===== config.mk =====
export PLATFORM = sky130hd
export DESIGN_NAME = countdown_timer
export DESIGN_NICKNAME = d
export VERILOG_FILES = /design/src/rtl/countdown_timer.sv
export SDC_FILE = /design/constraint.sdc
export NUM_CORES = 1
export LEC_CHECK = 0
export BUFFER_PORTS_ARGS = -buffer_cell sky130_fd_sc_hd__buf_2
export CAP_MARGIN = 20
export CORE_AREA = 2 2 81 60
export DETAILED_ROUTE_END_ITERATION = 7
export DIE_AREA = 0 0 83 62
export GPL_TIMING_DRIVEN = 0
export PLACE_DENSITY_LB_ADDON = 0.08
export SYNTH_ARGS = -nofsm -noshare
export SYNTH_HDL_FRONTEND = slang
export SYNTH_SLANG_ARGS = --single-unit
export TNS_END_PERCENT = 20

===== constraint.sdc =====
create_clock -name clk -period 2.43 [get_ports clk]
set_input_delay 0.486 -clock clk [delete_from_list [all_inputs] [get_ports clk]]
set_output_delay 0.486 -clock clk [all_outputs]
set_load 0.005 [all_outputs]

===== src/rtl/countdown_timer.sv =====
// mm:ss kitchen countdown timer: set with SELECT/ADJUST, run/pause with START, BUZZ at 00:00.
// Optional: define COUNTDOWN_RELOAD_EN to restore the last started interval after the alarm.
module countdown_timer #(
  parameter int MAX_MIN   = 59,
  parameter int ALARM_SEC = 10
) (
  input  logic       clk,
  input  logic       n_rst,
  input  logic       en1hz,
  input  logic       sig2hz,
  input  logic       START,
  input  logic       SELECT,
  input  logic       ADJUST,
  output logic [2:0] min_tens,
  output logic [3:0] min_ones,
  output logic [2:0] sec_tens,
  output logic [3:0] sec_ones,
  output logic       MINON,
  output logic       SECON,
  output logic       RUNNING,
  output logic       BUZZ,
  output logic [2:0] state_dbg
);

  typedef enum logic [2:0] {
    ST_STOP   = 3'd0,
    ST_SETMIN = 3'd1,
    ST_SETSEC = 3'd2,
    ST_RUN    = 3'd3,
    ST_ALARM  = 3'd4
  } state_t;

  localparam logic [6:0] MAX_MIN_L   = 7'(MAX_MIN);
  localparam logic [7:0] ALARM_SEC_L = 8'(ALARM_SEC);

  state_t     state, state_nx;
  logic [2:0] mt_nx, st_nx;
  logic [3:0] mo_nx, so_nx;
  logic [7:0] alarm_cnt, alarm_cnt_nx;
  logic [2:0] load_mt, load_st;
  logic [3:0] load_mo, load_so;
  logic [6:0] min_bin;
  logic       is_zero, is_one, any_btn;

  assign min_bin = 7'(min_tens) * 7'd10 + 7'(min_ones);
  assign is_zero = (min_tens == 3'd0) && (min_ones == 4'd0) && (sec_tens == 3'd0) && (sec_ones == 4'd0);
  assign is_one  = (min_tens == 3'd0) && (min_ones == 4'd0) && (sec_tens == 3'd0) && (sec_ones == 4'd1);
  assign any_btn = START | SELECT | ADJUST;

`ifdef COUNTDOWN_RELOAD_EN
  // Reload holds the interval of the last fresh start; paused marks a resume so it is not relatched.
  logic [2:0] rl_mt, rl_st, rl_mt_nx, rl_st_nx;
  logic [3:0] rl_mo, rl_so, rl_mo_nx, rl_so_nx;
  logic       paused, paused_nx;
  assign load_mt = rl_mt;
  assign load_mo = rl_mo;
  assign load_st = rl_st;
  assign load_so = rl_so;
`else
  assign load_mt = 3'd0;
  assign load_mo = 4'd0;
  assign load_st = 3'd0;
  assign load_so = 4'd0;
`endif

  always_comb begin
    state_nx     = state;
    mt_nx        = min_tens;
    mo_nx        = min_ones;
    st_nx        = sec_tens;
    so_nx        = sec_ones;
    alarm_cnt_nx = alarm_cnt;
`ifdef COUNTDOWN_RELOAD_EN
    rl_mt_nx  = rl_mt;
    rl_mo_nx  = rl_mo;
    rl_st_nx  = rl_st;
    rl_so_nx  = rl_so;
    paused_nx = paused;
`endif
    case (state)
      ST_STOP: begin
        if (START) begin
          if (!is_zero) begin
            state_nx = ST_RUN;
`ifdef COUNTDOWN_RELOAD_EN
            if (!paused) begin
              rl_mt_nx = min_tens;
              rl_mo_nx = min_ones;
              rl_st_nx = sec_tens;
              rl_so_nx = sec_ones;
            end
            paused_nx = 1'b0;
`endif
          end
        end else if (SELECT) begin
          state_nx = ST_SETMIN;
`ifdef COUNTDOWN_RELOAD_EN
          paused_nx = 1'b0;
`endif
        end
      end
      ST_SETMIN: begin
        if (START) begin
          state_nx = ST_STOP;
        end else if (SELECT) begin
          state_nx = ST_SETSEC;
        end else if (ADJUST) begin
          if (min_bin >= MAX_MIN_L) begin
            mt_nx = 3'd0;
            mo_nx = 4'd0;
          end else if (min_ones == 4'd9) begin
            mt_nx = min_tens + 3'd1;
            mo_nx = 4'd0;
          end else begin
            mo_nx = min_ones + 4'd1;
          end
        end
      end
      ST_SETSEC: begin
        if (START || SELECT) begin
          state_nx = ST_STOP;
        end else if (ADJUST) begin
          if (sec_ones == 4'd9) begin
            so_nx = 4'd0;
            st_nx = (sec_tens >= 3'd5) ? 3'd0 : sec_tens + 3'd1;
          end else begin
            so_nx = sec_ones + 4'd1;
          end
        end
      end
      ST_RUN: begin
        if (START) begin
          state_nx = ST_STOP;
`ifdef COUNTDOWN_RELOAD_EN
          paused_nx = 1'b1;
`endif
        end else if (en1hz) begin
          if (is_one || is_zero) begin
            state_nx     = ST_ALARM;
            alarm_cnt_nx = 8'd0;
            mt_nx = 3'd0;
            mo_nx = 4'd0;
            st_nx = 3'd0;
            so_nx = 4'd0;
          end else if (sec_ones != 4'd0) begin
            so_nx = sec_ones - 4'd1;
          end else if (sec_tens != 3'd0) begin
            st_nx = sec_tens - 3'd1;
            so_nx = 4'd9;
          end else begin
            st_nx = 3'd5;
            so_nx = 4'd9;
            if (min_ones != 4'd0) begin
              mo_nx = min_ones - 4'd1;
            end else begin
              mo_nx = 4'd9;
              mt_nx = min_tens - 3'd1;
            end
          end
        end
      end
      ST_ALARM: begin
        if (any_btn || (en1hz && (alarm_cnt + 8'd1 >= ALARM_SEC_L))) begin
          state_nx     = ST_STOP;
          alarm_cnt_nx = 8'd0;
          mt_nx = load_mt;
          mo_nx = load_mo;
          st_nx = load_st;
          so_nx = load_so;
        end else if (en1hz) begin
          alarm_cnt_nx = alarm_cnt + 8'd1;
        end
      end
      default: begin
        state_nx     = ST_STOP;
        alarm_cnt_nx = 8'd0;
      end
    endcase
  end

  always_ff @(posedge clk or negedge n_rst) begin
    if (!n_rst) begin
      state     <= ST_STOP;
      min_tens  <= 3'd0;
      min_ones  <= 4'd0;
      sec_tens  <= 3'd0;
      sec_ones  <= 4'd0;
      alarm_cnt <= 8'd0;
    end else begin
      state     <= state_nx;
      min_tens  <= mt_nx;
      min_ones  <= mo_nx;
      sec_tens  <= st_nx;
      sec_ones  <= so_nx;
      alarm_cnt <= alarm_cnt_nx;
    end
  end

`ifdef COUNTDOWN_RELOAD_EN
  always_ff @(posedge clk or negedge n_rst) begin
    if (!n_rst) begin
      rl_mt  <= 3'd0;
      rl_mo  <= 4'd0;
      rl_st  <= 3'd0;
      rl_so  <= 4'd0;
      paused <= 1'b0;
    end else begin
      rl_mt  <= rl_mt_nx;
      rl_mo  <= rl_mo_nx;
      rl_st  <= rl_st_nx;
      rl_so  <= rl_so_nx;
      paused <= paused_nx;
    end
  end
`endif

  always_comb begin
    MINON = 1'b1;
    SECON = 1'b1;
    if (state == ST_SETMIN) MINON = sig2hz;
    if (state == ST_SETSEC) SECON = sig2hz;
  end

  assign RUNNING   = (state == ST_RUN);
  assign BUZZ      = (state == ST_ALARM);
  assign state_dbg = state;

endmodule


After elaboration in Yosys (flattened, before gate mapping)
Index checks and enable logic that the tools add are counted.
Storage, ports and cells
  input bits: 7
  flip-flop bits (word level): 25
  word-level logic and storage cells: 138
Operators by class
  mux-type cells: 62
  add/subtract/negate cells: 10
  bitwise gates (word level): 3
  multiply operators: 1
  reductions and logical operators: 25
  order comparisons: 3
  equal/unequal tests: 28
Operators by type and width (number)
  $mux 3: 30
  $mux 4: 19
  $mux 8: 5
  $ne 3x3->1 const B: 8
  $pmux 4 s3: 2
  $pmux 8 s3: 1
  $ne 2x2->1 const B: 9
  $pmux 3 s3: 2
  $pmux 3 s5: 1
  $reduce_and 11->1: 1
  $logic_not 3->1: 3
  $reduce_and 9->1: 1
  $reduce_bool 3->1: 3
  $add 4x1->4 const B: 2
  $add 8x1->8 const B: 1
  $eq 4x4->1 const B: 2
  $ge 8x4->1 const B: 1
  $logic_not 4->1: 2
  $reduce_and 8->1: 1
  $reduce_bool 4->1: 2
  $sub 4x1->4 const B: 2
  $add 7x4->7: 1
  $ge 7x6->1 const B: 1
  $reduce_and 7->1: 1
  other kinds (18): 31

Depth between registers and ports, before layout
  depth in word-level cells: 9
  gate-level depth with buffers: 10

Worst setup path before layout
Ideal clock, no wire load.
  path type: reg-to-reg
  from: reg min_tens[0]
  to: reg min_ones[0]
  data required time: 2.335 ns
  buffers on the path: 0
  path slack: -0.012 ns
  data arrival time: 2.347 ns
  cell stages (with the launch flop): 10
  clock period less this slack: 2.442 ns
  setup time: 0.095 ns
  path through: dfrtp_1 ha_1 ha_1 a21oi_1 a31oi_1 o32ai_1 o21ai_1 a21oi_1 nor2_1 o31ai_1
On the way
  longest elaborated chain between the ends: 9
RTL lines
  from (decl): line 14  | output logic [2:0] min_tens,
  from (signal assigned): line 191  | min_tens <= mt_nx;
  branches (longest 9 deep; another with $add 7x4->7)
  to (signal assigned): line 192  | min_ones <= mo_nx;
  to (decl): line 15  | output logic [3:0] min_ones,
Several ways; the timed one is not identified. The select of a mux whose other input is x is not followed.
A chain may end at the register's enable or synchronous reset.

Worst setup path after layout
  from: reg min_tens[0]
  to: reg min_tens[0]
On the way
  longest elaborated chain between the ends: 9
RTL lines
  branches (longest 9 deep; another with $add 7x4->7)
Several ways; the timed one is not identified. The select of a mux whose other input is x is not followed.

==> metrics.md <==
| Metric | Value |
|---|---|
| Most common cell after layout, fill and taps aside | buf_2 |
| Mapped Cells | 261 |
| Reg2reg start | min_tens[0] |
| Antenna Cells | 0 |
| Failing checks | setup timing |
| Simple-gate share of the synthesized area | 23.2% |
| Hold Fails Final Rpt | 0 |
| PortBufs | 26 |
| F_max | 394 MHz |
| Worst-Skew Late Latency | 0.27 ns |
| Worst path cell trace | ha_4 > fa_2 > xnor2_1 > o21bai_1 > mux2i_2 > nor2_2 > o211ai_2 > a211oi_1 > a21o_1 |
| VDD IR max | 712 uV |
| Core area | 4490 um^2 |
| Drt via density | 5.74 |
| Remaining DRCs | 0 |
| MaxCap Viol Count | 0 |
| Via count | 2059 |
| Nets | 330 |
| Initial antenna violation count | 0 |
| Compound-Gate Fraction of Synth Area | 26.0% |
| Seq/Total Area, Yosys | 28.3% |
| Post-synthesis async set-or-reset flop share | 100% |
| Final Max Slew Viols | 0 |
| Starting DRT DRC Count | 90 |
| First-pass GRT wire length | 8.74 mm |
| XOR/XNOR share of the synthesized area | 1.98% |
| Worst Max-Slew Pin Slew | 0.609 ns |
| Synth Register Bits | 25 |
| Die area | 5150 um^2 |
| Mapped cell area | 2210 um^2 |
| Critical path's slowest cell | dfrtp_2 |
| Post-Layout Cell Count | 359 |
| Critical Path AT | 2.71 ns |
| Crit path max-delay family | compound AO/OA/AOI/OAI gates |
| Commonest non-fill, non-tap cells in the layout | buf_2, nand2_1, dfrtp_1, nor2_1 |
| Reg2Reg Depth | 9 |
| Crit path launch type | flop |
| Bufs on Longest Clock Path | 2 |
| CP max FO | 6 |
| Hpwl dp | 3.69 mm |
| H-tree Lvls | 1 |
| CTS Sinks | 25 |
| Setup ws final | -0.105 ns |
| Status | complete, but fails checks |
| Initial Util | 49.2% |
| Clock Skews | 0.00396 ns |
| Synthesized area per cell | 8.48 um^2 |
| WL final | 5.64 mm |
| EDFF count, synth | 0 |
| Setup tns final | -0.395 ns |
| Dpl cells | 344 |
| Layout area overhead | 24.5% |
| Pleak | 1.17 nW |
| Total GRT Usage | 21.1% |
| Post-DRT Antenna Nets | 0 |
| Die X | 83 um |
| Synth warn | 0 |
| Largest net degree at the start of global routing | 26 |
| RR Endpoint | min_tens[0] |
| Crit path from | min_tens[0] |
| Main synth FF type | dfrtp_1 |
| Num CTS Buffers | 3 |
| CTS Hold Bufs | 0 |
| Clk pin slew, worst setup/hold paths | 0.09 ns |
| Final worst path period need | 2.54 ns |
| Post-synthesis mux area share | 3.68% |
| # IOs | 28 |
| CTS tree | built |
| PD cells | 1250 nW/um^2 |
| HP Class | input pin to async pin |
| Setup crit end kind | flop |
| Power Total | 0.00346 W |
| Capture point of the worst path | min_tens[0] |
| Unrepaired setup endpoints after global routing | yes |
| Main combinational cell family by area after synthesis | compound AO/OA/AOI/OAI gates |
| Crit path kind | flop to flop |
| Max stage delay on crit path | 0.48 ns |
| Buffers and inverters on the worst path | 0 |
| Die H | 62 um |
| First drt pass iteration count | 4 |
| Final setup fails | 8 |
| R2R setup slack | -0.11 ns |
| Total grt overflow | 0 |
| Share of cells above drive strength 1 | 31.8% |
| Final GP Congestion | 0.856 |
| Levels on crit path | 9 |
| Relative slew slack | 59.4% |
| WL/cell | 15.7 um |
| Vias in the first global route | 1755 |
| CP required | 2.60 ns |
| Netlist cell types | 62 |
| Syn_nets | 288 |
| Adder-Cell Fraction of Synth Area | 11.7% |
| Clk root buf | clkbuf_8 |
| Cell row count | 21 |
| Period utilisation layout | 104% |
| Final Util | 61.3% |
-- layer usage --
layer	vias up	GRT usage (%)	wire (um)
met3	4	3.43	322
met5	-	0	0
met2	71	30.6	2400
met4	0	3.04	31
li1	1043	-	-
met1	941	33.4	2890
-- how the worst min path moves through the flow --
stage | startpoint | slack (ns) | to | cells past startpoint
3_3_place_gp | n_rst | 0.54 | sec_ones[1] | 1
5_1_grt | n_rst | 0.24 | sec_ones[1] | 1
4_1_cts | n_rst | 0.24 | sec_tens[2] | 1
6_report | n_rst | 0.21 | min_tens[0] | 1
3_5_place_dp | n_rst | 0.53 | sec_ones[1] | 1
2_1_floorplan | n_rst | 0.19 | alarm_cnt[0] | 0
-- where the power goes --
| part | switching [W] | leakage [nW] | internal, W |
|---|---|---|---|
| logic | 0.00135 | 0.837 | 0.00111 |
| registers | 0.000189 | 0.310 | 0.000549 |
| clock network | 0.000142 | 0.0255 | 0.000115 |
| total | 0.00168 | 1.17 | 0.00177 |
-- area by class of cell --
cell class	count	area, um^2
Buffer	12	61.3
Clock buffer	3	41.3
Clock inverter	1	5.00
Fill cell	368	1740
Inverter	15	56.3
Multi-Input combinational cell	209	1670
Sequential cell	25	633
Tap cell	57	71.3
Timing Repair Buffer	37	220
-- repair_timing --
| item | in CTS | in global routing |
|---|---|---|
| gates resized for setup | 21 | 26 |
| pin swaps | 7 | 11 |
| endpoints found under the setup margin | 13 | 18 |
| setup buffers | 8 | 4 |
| hold endpoints to repair | 0 | 0 |
-- synth_stat cells, types with 3 or more instances --
library cell	instances	share of area (%)
a211oi_1	7	2.4
a21oi_1	20	4.5
a31oi_1	5	1.4
buf_2	5	1.1
clkbuf_1	6	1.0
dfrtp_1	25	28
ha_1	19	11
inv_1	14	2.4
mux2i_1	4	1.8
nand2_1	23	3.9
nand2b_1	5	1.4
nand3_1	7	1.6
nand3b_1	3	1.0
nor2_1	19	3.2
nor2b_1	6	1.7
nor3_1	7	1.6
nor3b_1	5	1.7
o21ai_0	20	4.5
o31ai_1	6	2.0
xnor2_1	3	1.2
-- registers in the layout, summed over array words and instances, names as in the netlist --
signal / cells
alarm_cnt: 8
min_ones: 4
sec_ones: 4
min_tens: 3
sec_tens: 3
state_dbg: 3
-- cells by family after synthesis --
| group | Yosys count |
|---|---|
| fa+ha+maj | 20 |
| compound gates | 84 |
| xor+xnor | 5 |
| flops | 25 |
| buf+inv | 27 |
| simple gates | 93 |
| mux | 7 |
-- per-stage QoR --
step / setup slack (ns) / hold WS [ns] / cell area (um^2)
floorplan: -0.0124 / 0.190 / 2210
global placement: -0.416 / 0.539 / 2410
detailed placement: -0.403 / 0.533 / 2410
CTS: -0.0340 / 0.235 / 2620
global route: -0.156 / 0.242 / 2760
finish: -0.105 / 0.210 / 2760
(Power assumes the default switching activity.)
